`src/rtl/led_pwm_pkg.sv`:
```
// Shared types and constants for the multi-channel LED PWM driver.
package led_pwm_pkg;

  typedef enum logic [1:0] {
    LED_OFF     = 2'd0,
    LED_ON      = 2'd1,
    LED_PWM     = 2'd2,
    LED_BREATHE = 2'd3
  } led_mode_t;

  // Number of prescaler ticks in one PWM frame.
  function automatic int unsigned frame_len(input int unsigned pw);
    return 32'd1 << pw;
  endfunction

endpackage

```
`src/rtl/led_pwm_channel.sv`:
```
// One LED channel: frame-shadowed config, breathe ramp, lit compare and
// the registered, polarity-adjusted pin.
module led_pwm_channel
  import led_pwm_pkg::*;
#(
  parameter int   PW         = 8,
  parameter logic ACTIVE_LOW = 1'b0
) (
  input  logic          clk,
  input  logic          rst,
  input  logic          enable_i,
  input  logic          wrap_i,
  input  logic [PW-1:0] pwm_cnt_i,
  input  logic [1:0]    mode_i,
  input  logic [PW-1:0] duty_i,
  output logic          led_o
);

  led_mode_t     mode_q;
  logic [PW-1:0] duty_q;
  logic [PW-1:0] level_q, level_d;
  logic          dir_q, dir_d;    // 0 = ramping up, 1 = ramping down
  logic          lit_s;
  logic          led_q;

  // Breathe ramp advances once per frame against the ceiling already in force.
  always_comb begin
    level_d = level_q;
    dir_d   = dir_q;
    if (!enable_i || (mode_q != LED_BREATHE)) begin
      level_d = '0;
      dir_d   = 1'b0;
    end else if (wrap_i) begin
      if (!dir_q) begin
        if (level_q < duty_q) level_d = level_q + 1'b1;
        else                  dir_d   = 1'b1;
      end else begin
        if (level_q != '0) level_d = level_q - 1'b1;
        else               dir_d   = 1'b0;
      end
    end else begin
      level_d = level_q;
    end
  end

  always_comb begin
    case (mode_q)
      LED_OFF:     lit_s = 1'b0;
      LED_ON:      lit_s = 1'b1;
      LED_PWM:     lit_s = pwm_cnt_i < duty_q;
      LED_BREATHE: lit_s = pwm_cnt_i < level_q;
      default:     lit_s = 1'b0;
    endcase
  end

  always_ff @(posedge clk or posedge rst) begin
    if (rst) begin
      mode_q  <= LED_OFF;
      duty_q  <= '0;
      level_q <= '0;
      dir_q   <= 1'b0;
      led_q   <= ACTIVE_LOW;
    end else begin
      // Idle shadows track inputs so the first enabled frame is current.
      if (!enable_i || wrap_i) begin
        mode_q <= led_mode_t'(mode_i);
        duty_q <= duty_i;
      end
      level_q <= level_d;
      dir_q   <= dir_d;
      led_q   <= enable_i ? (lit_s ^ ACTIVE_LOW) : ACTIVE_LOW;
    end
  end

  assign led_o = led_q;

endmodule

```
`src/rtl/led_pwm_array.sv`:
```
// Multi-channel LED driver: shared prescaler and PWM frame counter feeding
// CH independent channels.
module led_pwm_array
  import led_pwm_pkg::*;
#(
  parameter int             CH         = 6,
  parameter int             PW         = 8,
  parameter int             PSW        = 16,
  parameter logic [CH-1:0]  ACTIVE_LOW = '0
) (
  input  logic              aclk,
  input  logic              areset,
  input  logic              enable,
  input  logic [PSW-1:0]    prescale,
  input  logic [2*CH-1:0]   mode,
  input  logic [PW*CH-1:0]  duty,
  output logic [CH-1:0]     led,
  output logic              frame_start
);

  localparam int unsigned   FRAME   = frame_len(PW);
  localparam logic [PW-1:0] PWM_MAX = PW'(FRAME - 1);

  logic [PSW-1:0] psc_q;
  logic [PW-1:0]  pwm_q;
  logic           fs_q;
  logic           tick_s;
  logic           wrap_s;

  // >= rather than == so lowering prescale below the count never stalls.
  assign tick_s = enable && (psc_q >= prescale);
  assign wrap_s = tick_s && (pwm_q == PWM_MAX);

  always_ff @(posedge aclk or posedge areset) begin
    if (areset) begin
      psc_q <= '0;
      pwm_q <= '0;
      fs_q  <= 1'b0;
    end else if (!enable) begin
      psc_q <= '0;
      pwm_q <= '0;
      fs_q  <= 1'b0;
    end else begin
      psc_q <= tick_s ? '0 : psc_q + 1'b1;
      if (tick_s) pwm_q <= pwm_q + 1'b1;
      fs_q  <= wrap_s;
    end
  end

  assign frame_start = fs_q;

  for (genvar gc = 0; gc < CH; gc++) begin : g_ch
    led_pwm_channel #(
      .PW         (PW),
      .ACTIVE_LOW (ACTIVE_LOW[gc])
    ) u_ch (
      .clk       (aclk),
      .rst       (areset),
      .enable_i  (enable),
      .wrap_i    (wrap_s),
      .pwm_cnt_i (pwm_q),
      .mode_i    (mode[2*gc +: 2]),
      .duty_i    (duty[PW*gc +: PW]),
      .led_o     (led[gc])
    );
  end

endmodule

```
`config.mk`:
```
export PLATFORM = sky130hd
export DESIGN_NAME = led_pwm_array
export DESIGN_NICKNAME = d
export VERILOG_FILES = /design/src/rtl/led_pwm_pkg.sv /design/src/rtl/led_pwm_channel.sv /design/src/rtl/led_pwm_array.sv
export SDC_FILE = /design/constraint.sdc
export NUM_CORES = 1
export LEC_CHECK = 0
export CORE_MARGIN = 1.5
export CORE_UTILIZATION = 60
export CTS_CLUSTER_SIZE = 28
export DETAILED_ROUTE_END_ITERATION = 7
export HOLD_SLACK_MARGIN = 0.05
export PLACE_DENSITY = 0.82
export SYNTH_ARGS = -nofsm -noshare
export SYNTH_HDL_FRONTEND = slang
export SYNTH_SLANG_ARGS = --single-unit
```
`constraint.sdc`:
```
create_clock -name aclk -period 15.2 [get_ports aclk]
set_clock_uncertainty 0.05 [all_clocks]
set_input_delay 3.04 -clock aclk [delete_from_list [all_inputs] [get_ports aclk]]
set_output_delay 3.04 -clock aclk [all_outputs]
set_load 0.005 [all_outputs]
```
* Yosys cells after proc, flatten, opt, wreduce, memory -nomap -nowiden
Index checks and enable logic that the tools add are counted.
** Cells by class
- Reduce and logical (&&, ||, !) cells :: 40
- Mux-type cells :: 77
- $add $sub $neg :: 14
- Magnitude comparators :: 19
- Equality and inequality tests :: 32
** Operator list (count)
- $mux 8 :: 32
- $lt 8x8->1 :: 18
- $add 8x1->8 const B :: 7
- $reduce_bool 8->1 :: 6
- $sub 8x1->8 const B :: 6
- $mux 1 :: 37
- $mux 16 :: 2
- $eq 2x2->1 const B :: 12
- $pmux 1 s4 :: 6
- $ne 3x3->1 const B :: 6
- $reduce_and 3->1 :: 6
- $reduce_bool 3->1 :: 6
- $add 16x1->16 const B :: 1
- $ge 16x16->1 :: 1
- $eq 2x1->1 const B :: 6
- $logic_not 2->1 :: 6
- $ne 2x2->1 const B :: 6
- $reduce_bool 2->1 :: 6
- $eq 8x8->1 const B :: 1
- $logic_or 1x1->1 :: 7
- $logic_and 1x1->1 :: 2
- $ne 2x1->1 const B :: 1
- $logic_not 1->1 :: 1
** Storage, ports and cells
- Input bits :: 79
- Logic and storage cells :: 215
- Register bits :: 145

* Logic depth before layout (Yosys ltp)
Gate-level depths: netlist of the first run.
- Depth after elaboration :: 5
- Mapped depth :: 11

* Modules after synthesis
Synthesis of the first run repeated with hierarchy kept, for this count alone.
** Second synthesis, totals
- Cells, all modules :: 1186
- Area, all modules :: 11034.3 um^2
** By module, submodules not included
- led_pwm_channel at g_ch[0].u_ch ... :: instances 3, area each 1570.3 um^2, cells an instance 170
- led_pwm_channel at g_ch[1].u_ch ... :: instances 3, area each 1564.0 um^2, cells an instance 168
- led_pwm_array :: instances 1, area each 1631.6 um^2, cells an instance 172

* Worst setup path after synthesis of the first run
Ideal clock, no wire load.
- Path type :: in2reg
- From :: input port prescale[7]
- To :: register g_ch[5].u_ch.level_q[7]
- Data required time :: 15.069 ns
- Data arrival time :: 4.729 ns
- Setup slack :: 10.339 ns
- Setup time :: 0.081 ns
- Stages on the path :: 10
- Path through :: inv_1 -> ha_1 -> nand2_1 -> nor3_2 -> a21oi_2 -> o21ai_4 -> buf_6 -> o211ai_4 -> or3_1 -> a21oi_1
** On the way
- Longest elaborated chain between the ends :: 5
** RTL lines
- start, declared :: RTL line led_pwm_array.sv:14 : input logic [PSW-1:0] prescale,
- $ge 16x16->1 :: RTL line led_pwm_array.sv:31 : assign tick_s = enable && (psc_q >= prescale);
- $logic_and 1x1->1 :: RTL line led_pwm_array.sv:31
- $logic_and 1x1->1 :: RTL line led_pwm_array.sv:32 : assign wrap_s = tick_s && (pwm_q == PWM_MAX);
- $reduce_bool 2->1 (no line)
- $reduce_and 3->1 (no line)
- end signal, assigned :: RTL line led_pwm_channel.sv:69 : level_q <= level_d;
- end, declared :: RTL line led_pwm_channel.sv:21 : logic [PW-1:0] level_q, level_d;
No other way between the ends.
A chain may end at the register's enable or synchronous reset.

* Worst setup path in the final report of the first run
- From :: input port prescale[7]
- To :: register g_ch[2].u_ch.duty_q[2]
** On the way
- Longest elaborated chain between the ends :: 4
** RTL lines
- $ge 16x16->1 :: RTL line led_pwm_array.sv:31
- $logic_and 1x1->1 :: RTL line led_pwm_array.sv:31
- $logic_and 1x1->1 :: RTL line led_pwm_array.sv:32
- $logic_or 1x1->1 :: RTL line led_pwm_channel.sv:65 : if (!enable_i || wrap_i) begin
- end signal, assigned :: RTL line led_pwm_channel.sv:67 : duty_q <= duty_i;
- end, declared :: RTL line led_pwm_channel.sv:20 : logic [PW-1:0] duty_q;
No other way between the ends.

==> flow_metrics.tcl, run 1 <==
set metrics [dict create \
    status "completed" \
    placed_cell_area_um2 12000 \
    cts_buffer_depth 2 \
    htreeDepth 4 \
    avgRoutedWirePerCell_um 17.7 \
    hp-class "register to register" \
    firstDrtPassIters 7 \
    portBuffers 85 \
    tns_ns 0 \
    crit_slowest_cell "o21ai_4" \
    start_util_pct 61.0 \
    area_growth_pct 15.6 \
    cts-buffers-inserted 17 \
    synth_async_sr_flop_share_pct 100 \
    p_leak_nw 6.35 \
    root_buffer "clkbuf_16" \
    fill_cells 1360 \
    grt_setup_unrepaired "no" \
    syn_nets 1449 \
    clock_sinks 145 \
    timing.rr.end "g_ch[2].u_ch.duty_q[2]" \
    design_area_um2 12600 \
    cpMostUsedCell "nand2_1" \
    worst_r2r_path_depth 7 \
    slew_viol_final 0 \
    num_antenna_cells 0 \
    cp_cell_sequence "clkdlybuf4s50_1 > inv_1 > ha_1 > nand2_1 > nor3_2 > a21oi_2 > o21a_1 > o21ai_4 > buf_4 > nand2_1 > o21ai_0" \
    critical_path_class "input port to register" \
    ant_nets 0 \
    cts_tree "yes" \
    grt_pass1_vias 8810 \
    peakVddDrop_uv 82.1 \
    final_cell_mix "180 x ha_1, 145 x dfrtp_1, 127 x nand2_1" \
    io_pins 86 \
    holdPathEnd "g_ch[4].u_ch.duty_q[0]" \
    max_freq_ghz 0.169 \
    die_area_um2 19000 \
    die_x_um 138 \
    min_path_cells 2 \
    drc 0 \
    place_hpwl_um 18000 \
    worst-path-max-fanout 62 \
    wirelength_um 26600 \
    fin_crit_ns 5.92 \
    syn-cell-area_um2 10900 \
    antenna_found_initial 0 \
    tightest_slew_ns 1.08 \
    drv_cap 0 \
    startpoint "prescale[7]" \
    postCtsSetupBuffers 0 \
    synth-edff-count 0 \
    rows 49 \
    synth_seq_area_share_pct 33.2 \
    vias_per_cell 6.00 \
    ff_latch_area_um2 3630 \
    final_common_cell "ha_1" \
    avgSynthCellArea_um2 9.23 \
    fin_crit_sh_pct 39.0 \
    dp_worst_setup_slack_ns 8.89 \
    grt-ovfl-total 0 \
    yosys_warnings 0 \
    ys.flop_type "dfrtp_1" \
    setup_slack_ns 9.28 \
    core_um2 17900 \
    cts_resized 0 \
    gp_congestion 0.845 \
    critPathLaunchType "input port" \
    drt_iter0_drc 625 \
    nets 1530 \
    r2r-start "pwm_q[4]" \
    required_ns 15.49 \
    netlist_instances 1184 \
    relSlewSlack_pct 27.8 \
    hold_ws_ns 0.447 \
    hold_viol 0 \
    multi_input_area_um2 6720 \
    endpoint_kind "register" \
    worst_path_largest_cell_delay_ns 0.79 \
    clk_pin_slew_ns 0.06 \
    grt_util_all_layers_pct 29.1 \
    ys_ff_latch 145 \
    grt_max_degree 87 \
    layout-drive-gt1-share_pct 5.09 \
    powerDensity_nw_per_um2 79.3 \
    rrSetupSlack_ns 11.66 \
    clock_latency_ns 0.43 \
    die_h_um 138 \
    grt_pass1_wl_um 42800 \
    hold_buffers 0 \
    vias 9043 \
    hold_start "g_ch[4].u_ch.duty_q[0]" \
    setup_viol 0 \
    cp_data_arrival_time_ns 6.21 \
    yosysUniqueCellTypes 66 \
]
-- worst max-delay path, delay by kind of cell --
| kind | cells | cell delay, ns |
|---|---|---|
| adders and majority gates | 1 | 0.28 |
| buffers and inverters | 3 | 1.12 |
| and+or+nand+nor | 3 | 0.42 |
| AOI/OAI and AO/OA | 4 | 1.32 |
-- metal layers --
layer	part of all wire (%)	track usage [%]	wire length, um
met5	0	0	0
met4	3.0	11.6	787
met3	5.7	6.54	1530
met2	49	49.1	12900
met1	43	36.3	11400
-- registers in the layout, summed over array words and instances (netlist names) --
register	count
g_ch.u_ch.led_o	6
g_ch.u_ch.level_q	48
g_ch.u_ch.mode_q	12
frame_start	1
pwm_q	8
g_ch.u_ch.duty_q	48
g_ch.u_ch.dir_q	6
psc_q	16
-- how the worst max path moves through the flow --
| stage | slack [ns] | depth (start not counted) | end |
|---|---|---|---|
| detailed placement | 8.89 | 11 | g_ch[5].u_ch.duty_q[7] |
| floorplan | 8.22 | 1 | frame_start |
| global route | 9.03 | 10 | g_ch[3].u_ch.duty_q[4] |
| global placement | 9.00 | 10 | g_ch[3].u_ch.duty_q[7] |
| finish | 9.28 | 11 | g_ch[2].u_ch.duty_q[2] |
| CTS | 9.31 | 11 | g_ch[2].u_ch.duty_q[2] |
-- cell usage after synthesis (all sizes together) (22+ instances only) --
cell | n | area (um2)
a21oi | 65 | 329
nand2 | 128 | 488
dfrtp | 145 | 3630
o21ai | 83 | 430
xnor2 | 32 | 280
a21o | 29 | 218
nor2 | 89 | 334
xor2 | 28 | 245
nand3 | 23 | 115
nand2b | 22 | 138
inv | 118 | 445
ha | 180 | 2250
-- through the flow --
step	power (mW)	util, %	instances
2_1_floorplan	0.482	-	1184
3_3_place_gp	0.522	66.8	1475
3_5_place_dp	0.527	66.8	1475
4_1_cts	1.00	70.5	1507
5_1_grt	1.04	70.5	1507
6_report	1.00	70.5	1507
-- logic make-up (layout without fill, tap and decap cells) --
logic type / count (synthesis) / count (layout) / synth area share [%]
DFF: 145 / 145 / 33.2
buffers and inverters: 144 / 238 / 5.40
AOI/OAI and AO/OA: 295 / 295 / 18.9
xor gates and xnor gates: 60 / 60 / 4.81
muxes: 18 / 18 / 1.68
adders and majority gates: 186 / 186 / 21.7
and+or+nand+nor: 336 / 336 / 14.3
-- final cells by class --
class                           instances  area share [%]
Multi-Input combinational cell        895            53.2
Sequential cell                       145            28.7
Timing Repair Buffer                   88            6.92
Clock buffer                           23            3.94
Inverter                              118            3.57
Tap cell                              229            2.27
Clock inverter                          9            1.39
-- power by group --
part           internal [mW]  total, mW  switching, mW
combinational         0.0484      0.108         0.0595
sequential             0.402      0.413         0.0110
clock                  0.313      0.480          0.167
total                  0.764       1.00          0.238
No activity file was read; power rests on OpenSTA's default activity.
==> run 2: changes to the inputs <==
- clock period: 15.2 -> 5.55 ns (I/O delays scaled with it)
==> flow_metrics.tcl, run 2 (same netlist as run 1, synthesis figures left out) <==
set metrics [dict create \
    tightest_slew_ns 0.988 \
    postCtsSetupBuffers 0 \
    clk_pin_slew_ns 0.06 \
    setup_slack_ns 1.84 \
    required_ns 5.86 \
    hold_buffers 0 \
    num_antenna_cells 0 \
    cp-endpoint "g_ch[3].u_ch.dir_q" \
    r2r-start "pwm_q[3]" \
    critPathLaunchType "input port" \
    hp-class "register to register" \
    nets 1530 \
    met2_usage_pct 49.3 \
    cts_resized 0 \
    place_hpwl_um 17800 \
    met3_usage_pct 5.48 \
    die_h_um 138 \
    firstDrtPassIters 5 \
    vias 8810 \
    fill_cells 1367 \
    rrSetupSlack_ns 2.45 \
    grt_setup_unrepaired "no" \
    ant_nets 0 \
    placed_cell_area_um2 12000 \
    cp_data_arrival_time_ns 4.02 \
    relSlewSlack_pct 34.1 \
    fin_crit_sh_pct 66.8 \
    final_common_cell "ha_1" \
    fin_crit_ns 3.71 \
    hold_ws_ns 0.461 \
    die_x_um 138 \
    p_leak_nw 6.32 \
    powerDensity_nw_per_um2 204 \
    reg_top3 "g_ch.u_ch.duty_q x48, g_ch.u_ch.level_q x48, psc_q x16" \
    timing.rr.end "g_ch[0].u_ch.duty_q[7]" \
    grt_pass1_vias 8726 \
    cts-buffers-inserted 17 \
    io_pins 86 \
    startpoint "prescale[11]" \
    status "completed" \
    wirelength_um 25300 \
    final_cell_mix "180 x ha_1, 145 x dfrtp_1, 127 x nand2_1" \
    postLayoutCoreUtil_pct 70.1 \
    grt_pass1_wl_um 42300 \
    drv_cap 0 \
    portBuffers 85 \
    die_area_um2 19000 \
    setup_viol 0 \
    start_util_pct 61.0 \
    clock_latency_ns 0.43 \
    vias_per_cell 5.85 \
    dp_worst_setup_slack_ns 1.42 \
    root_buffer "clkbuf_16" \
    finalNonFillerCells 1507 \
    cts_tree "yes" \
    antenna_found_initial 0 \
    dp_cells 1475 \
    htreeDepth 4 \
    clock_sinks 145 \
    tns_ns 0 \
    grt-ovfl-total 0 \
    power_mw 2.56 \
    max_freq_ghz 0.270 \
    design_area_um2 12500 \
    top_usage_layer "met2" \
    cts_buffer_depth 2 \
    grt_util_all_layers_pct 28.5 \
    avgRoutedWirePerCell_um 16.8 \
    hold_viol 0 \
    drc 0 \
    slew_viol_final 0 \
    core_um2 17900 \
    drt_iter0_drc 572 \
    ff_latch_area_um2 3630 \
    worst-path-max-fanout 21 \
    endpoint_kind "register" \
    layout-drive-gt1-share_pct 5.16 \
    gp_congestion 0.834 \
    worst_r2r_path_depth 7 \
    met1_usage_pct 36.4 \
    peakVddDrop_uv 216 \
    rows 49 \
    grt_max_degree 70 \
    critical_path_class "input port to register" \
    multi_input_area_um2 6720 \
    area_growth_pct 14.8 \
]
run 2: how the worst min path moves through the flow:
stage,startpoint,end,slack (ns),cells past startpoint
after floorplan,g_ch[5].u_ch.duty_q[0],g_ch[5].u_ch.duty_q[0],0.40,2
after detailed placement,g_ch[5].u_ch.duty_q[0],g_ch[5].u_ch.duty_q[0],0.44,2
after global placement,g_ch[5].u_ch.duty_q[0],g_ch[5].u_ch.duty_q[0],0.43,2
after global routing,g_ch[2].u_ch.duty_q[0],g_ch[2].u_ch.duty_q[0],0.49,2
final,g_ch[5].u_ch.duty_q[0],g_ch[5].u_ch.duty_q[0],0.46,2
after CTS,g_ch[5].u_ch.duty_q[0],g_ch[5].u_ch.duty_q[0],0.46,2
run 2: worst max-delay path, cell delays in order:
cell and delay, ns:
clkdlybuf4s50_1 0.46, inv_1 0.05, ha_1 0.30, a21oi_1 0.13, o21ai_0 0.10, a21oi_1 0.31
o21a_1 0.38, o21a_1 0.83, a22oi_1 0.22, nor2_1 0.12
run 2: per-layer routing:
layer  up-vias  share of wire [%]
met5         -                  0
met4         0                1.4
met3        38                4.7
met2       212                 49
met1      4229                 45
li1       4331                  -
run 2: final cells by class:
class                      instances  share of cell area (%)
multi-input combinational        895                    53.5
sequential                       145                    28.9
timing repair buffer              88                    7.06
inverter                         118                    3.59
clock buffer                      18                    3.50
tap                              229                    2.28
clock inverter                    14                    1.12
run 2: where the power goes:
part	total (mW)	switching (mW)	internal (mW)
Clock	1.14	0.468	0.671
Sequential	1.13	0.0290	1.10
Combinational	0.293	0.160	0.133
==> run 3: changes to the inputs <==
- CORE_UTILIZATION: 60 -> 54
- PLACE_DENSITY: 0.82 -> 0.78
- clock period: 5.55 -> 3.27 ns (I/O delays scaled with it)
==> flow_metrics.tcl, run 3 (same netlist as run 1, synthesis figures left out) <==
set metrics [dict create \
    wirelength_um 26200 \
    htreeDepth 4 \
    rows 51 \
    final_common_cell "ha_1" \
    timing.rr.end "g_ch[2].u_ch.level_q[7]" \
    num_antenna_cells 0 \
    hold_buffers 0 \
    io_pins 86 \
    critPathLaunchType "input port" \
    setup_viol 0 \
    holdPathEnd "g_ch[4].u_ch.duty_q[0]" \
    worst-path-max-fanout 15 \
    required_ns 3.56 \
    ant_nets 0 \
    cts_tree "yes" \
    hold_viol 0 \
    postLayoutCoreUtil_pct 65.5 \
    hp-class "register to register" \
    fin_crit_ns 2.78 \
    grt_setup_unrepaired "no" \
    peakVddDrop_uv 359 \
    tightest_slew_ns 0.583 \
    gp_congestion 0.847 \
    die_x_um 145 \
    p_seq_share_pct 41.7 \
    critical_path_class "input port to register" \
    grt_util_all_layers_pct 25.7 \
    cts_resized 0 \
    r2r-start "g_ch[2].u_ch.dir_q" \
    postCtsSetupBuffers 0 \
    endpoint_kind "register" \
    powerDensity_nw_per_um2 358 \
    max_freq_ghz 0.360 \
    die_h_um 145 \
    rrSetupSlack_ns 0.51 \
    swShare_pct 23.7 \
    grt_pass1_vias 9093 \
    antenna_found_initial 0 \
    multi_input_area_um2 6720 \
    power_frac_comb_pct 11.1 \
    drt_iter0_drc 558 \
    grt_max_degree 79 \
    worst_r2r_path_depth 8 \
    switchingPower_mw 1.09 \
    clock_latency_ns 0.43 \
    nets 1554 \
    cts_buffer_depth 2 \
    die_area_um2 21100 \
    final_cell_mix "180 x ha_1, 145 x dfrtp_1, 127 x nand2_1" \
    root_buffer "clkbuf_16" \
    p_int_mw 3.51 \
    status "completed" \
    slew_viol_final 0 \
    min_path_cells 2 \
    ff_latch_area_um2 3630 \
    relSlewSlack_pct 61.1 \
    layout-drive-gt1-share_pct 6.76 \
    placed_cell_area_um2 12200 \
    avgRoutedWirePerCell_um 16.7 \
    p_leak_nw 6.48 \
    grt-ovfl-total 0 \
    tns_ns 0 \
    fin_crit_sh_pct 84.9 \
    finalNonFillerCells 1566 \
    dp_cells 1535 \
    design_area_um2 12900 \
    area_growth_pct 17.9 \
    hold_start "g_ch[4].u_ch.duty_q[0]" \
    pwr-share-clk_pct 47.2 \
    cts-buffers-inserted 17 \
    reg_top3 "g_ch.u_ch.duty_q x48, g_ch.u_ch.level_q x48, psc_q x16" \
    clk_pin_slew_ns 0.06 \
    fill_cells 1605 \
    firstDrtPassIters 4 \
    cp_data_arrival_time_ns 3.07 \
    drc 0 \
    core_um2 19700 \
    place_hpwl_um 19000 \
    clock_sinks 145 \
    portBuffers 85 \
    grt_pass1_wl_um 44300 \
    vias 8967 \
    start_util_pct 55.6 \
    vias_per_cell 5.73 \
    drv_cap 0 \
]
[run 3: cell count changes in the layout (fill, tap and decap cells not counted), sizes merged]
cell	change
clkinv	-5
buf	+24
inv	-2
bufinv	+3
clkbuf	+3
[run 3: power by group through the flow]
stage / sequential (mW) / clock (mW) / combinational (mW)
6_report: 1.92 / 2.17 / 0.512
4_1_cts: 1.92 / 2.20 / 0.518
5_1_grt: 1.93 / 2.27 / 0.582
3_3_place_gp: 1.95 / 0 / 0.494
3_5_place_dp: 1.95 / 0 / 0.512
2_1_floorplan: 1.94 / 0 / 0.304
[run 3: critical path, cell delays in order]
cell and delay, ns:
clkdlybuf4s50_1 0.46, inv_1 0.04, ha_1 0.30, a21oi_1 0.15, o21ai_0 0.10, a21oi_1 0.30
o21a_1 0.41, nand2_1 0.40, nor2_1 0.25
[run 3: routing by layer]
layer / part of all wire, % / up-vias / global-route usage [%]
met4: 2.2 / 0 / 7.81
met5: 0 / - / 0
li1: - / 4386 / -
met3: 4.6 / 52 / 4.94
met2: 48 / 207 / 43.5
met1: 45 / 4322 / 33.2
[run 3: final cells by class]
type	instances	area share, %
Inverter	118	3.49
Tap cell	265	2.57
Sequential cell	145	28.2
Clock inverter	10	1.41
Timing Repair Buffer	112	8.57
Clock buffer	21	3.65
Multi-Input combinational cell	895	52.1
[run 3: worst max path at each step]
stage                       start                      end  cells past startpoint
6_report             prescale[11]                psc_q[12]                      9
5_1_grt              prescale[11]                psc_q[12]                      9
4_1_cts              prescale[11]                psc_q[12]                      9
3_5_place_dp         prescale[11]                 psc_q[7]                      9
3_3_place_gp         prescale[11]       g_ch[2].u_ch.dir_q                     11
2_1_floorplan  g_ch[3].u_ch.dir_q  g_ch[3].u_ch.level_q[7]                      8
[run 3: metrics by stage]
| step | hold WS [ns] | power [mW] | setup slack [ns] |
|---|---|---|---|
| floorplan | 0.404 | 2.24 | 0.739 |
| global placement | 0.430 | 2.44 | 0.148 |
| detailed placement | 0.433 | 2.46 | 0.0750 |
| CTS | 0.445 | 4.64 | 0.506 |
| global route | 0.483 | 4.78 | 0.278 |
| finish | 0.446 | 4.61 | 0.495 |
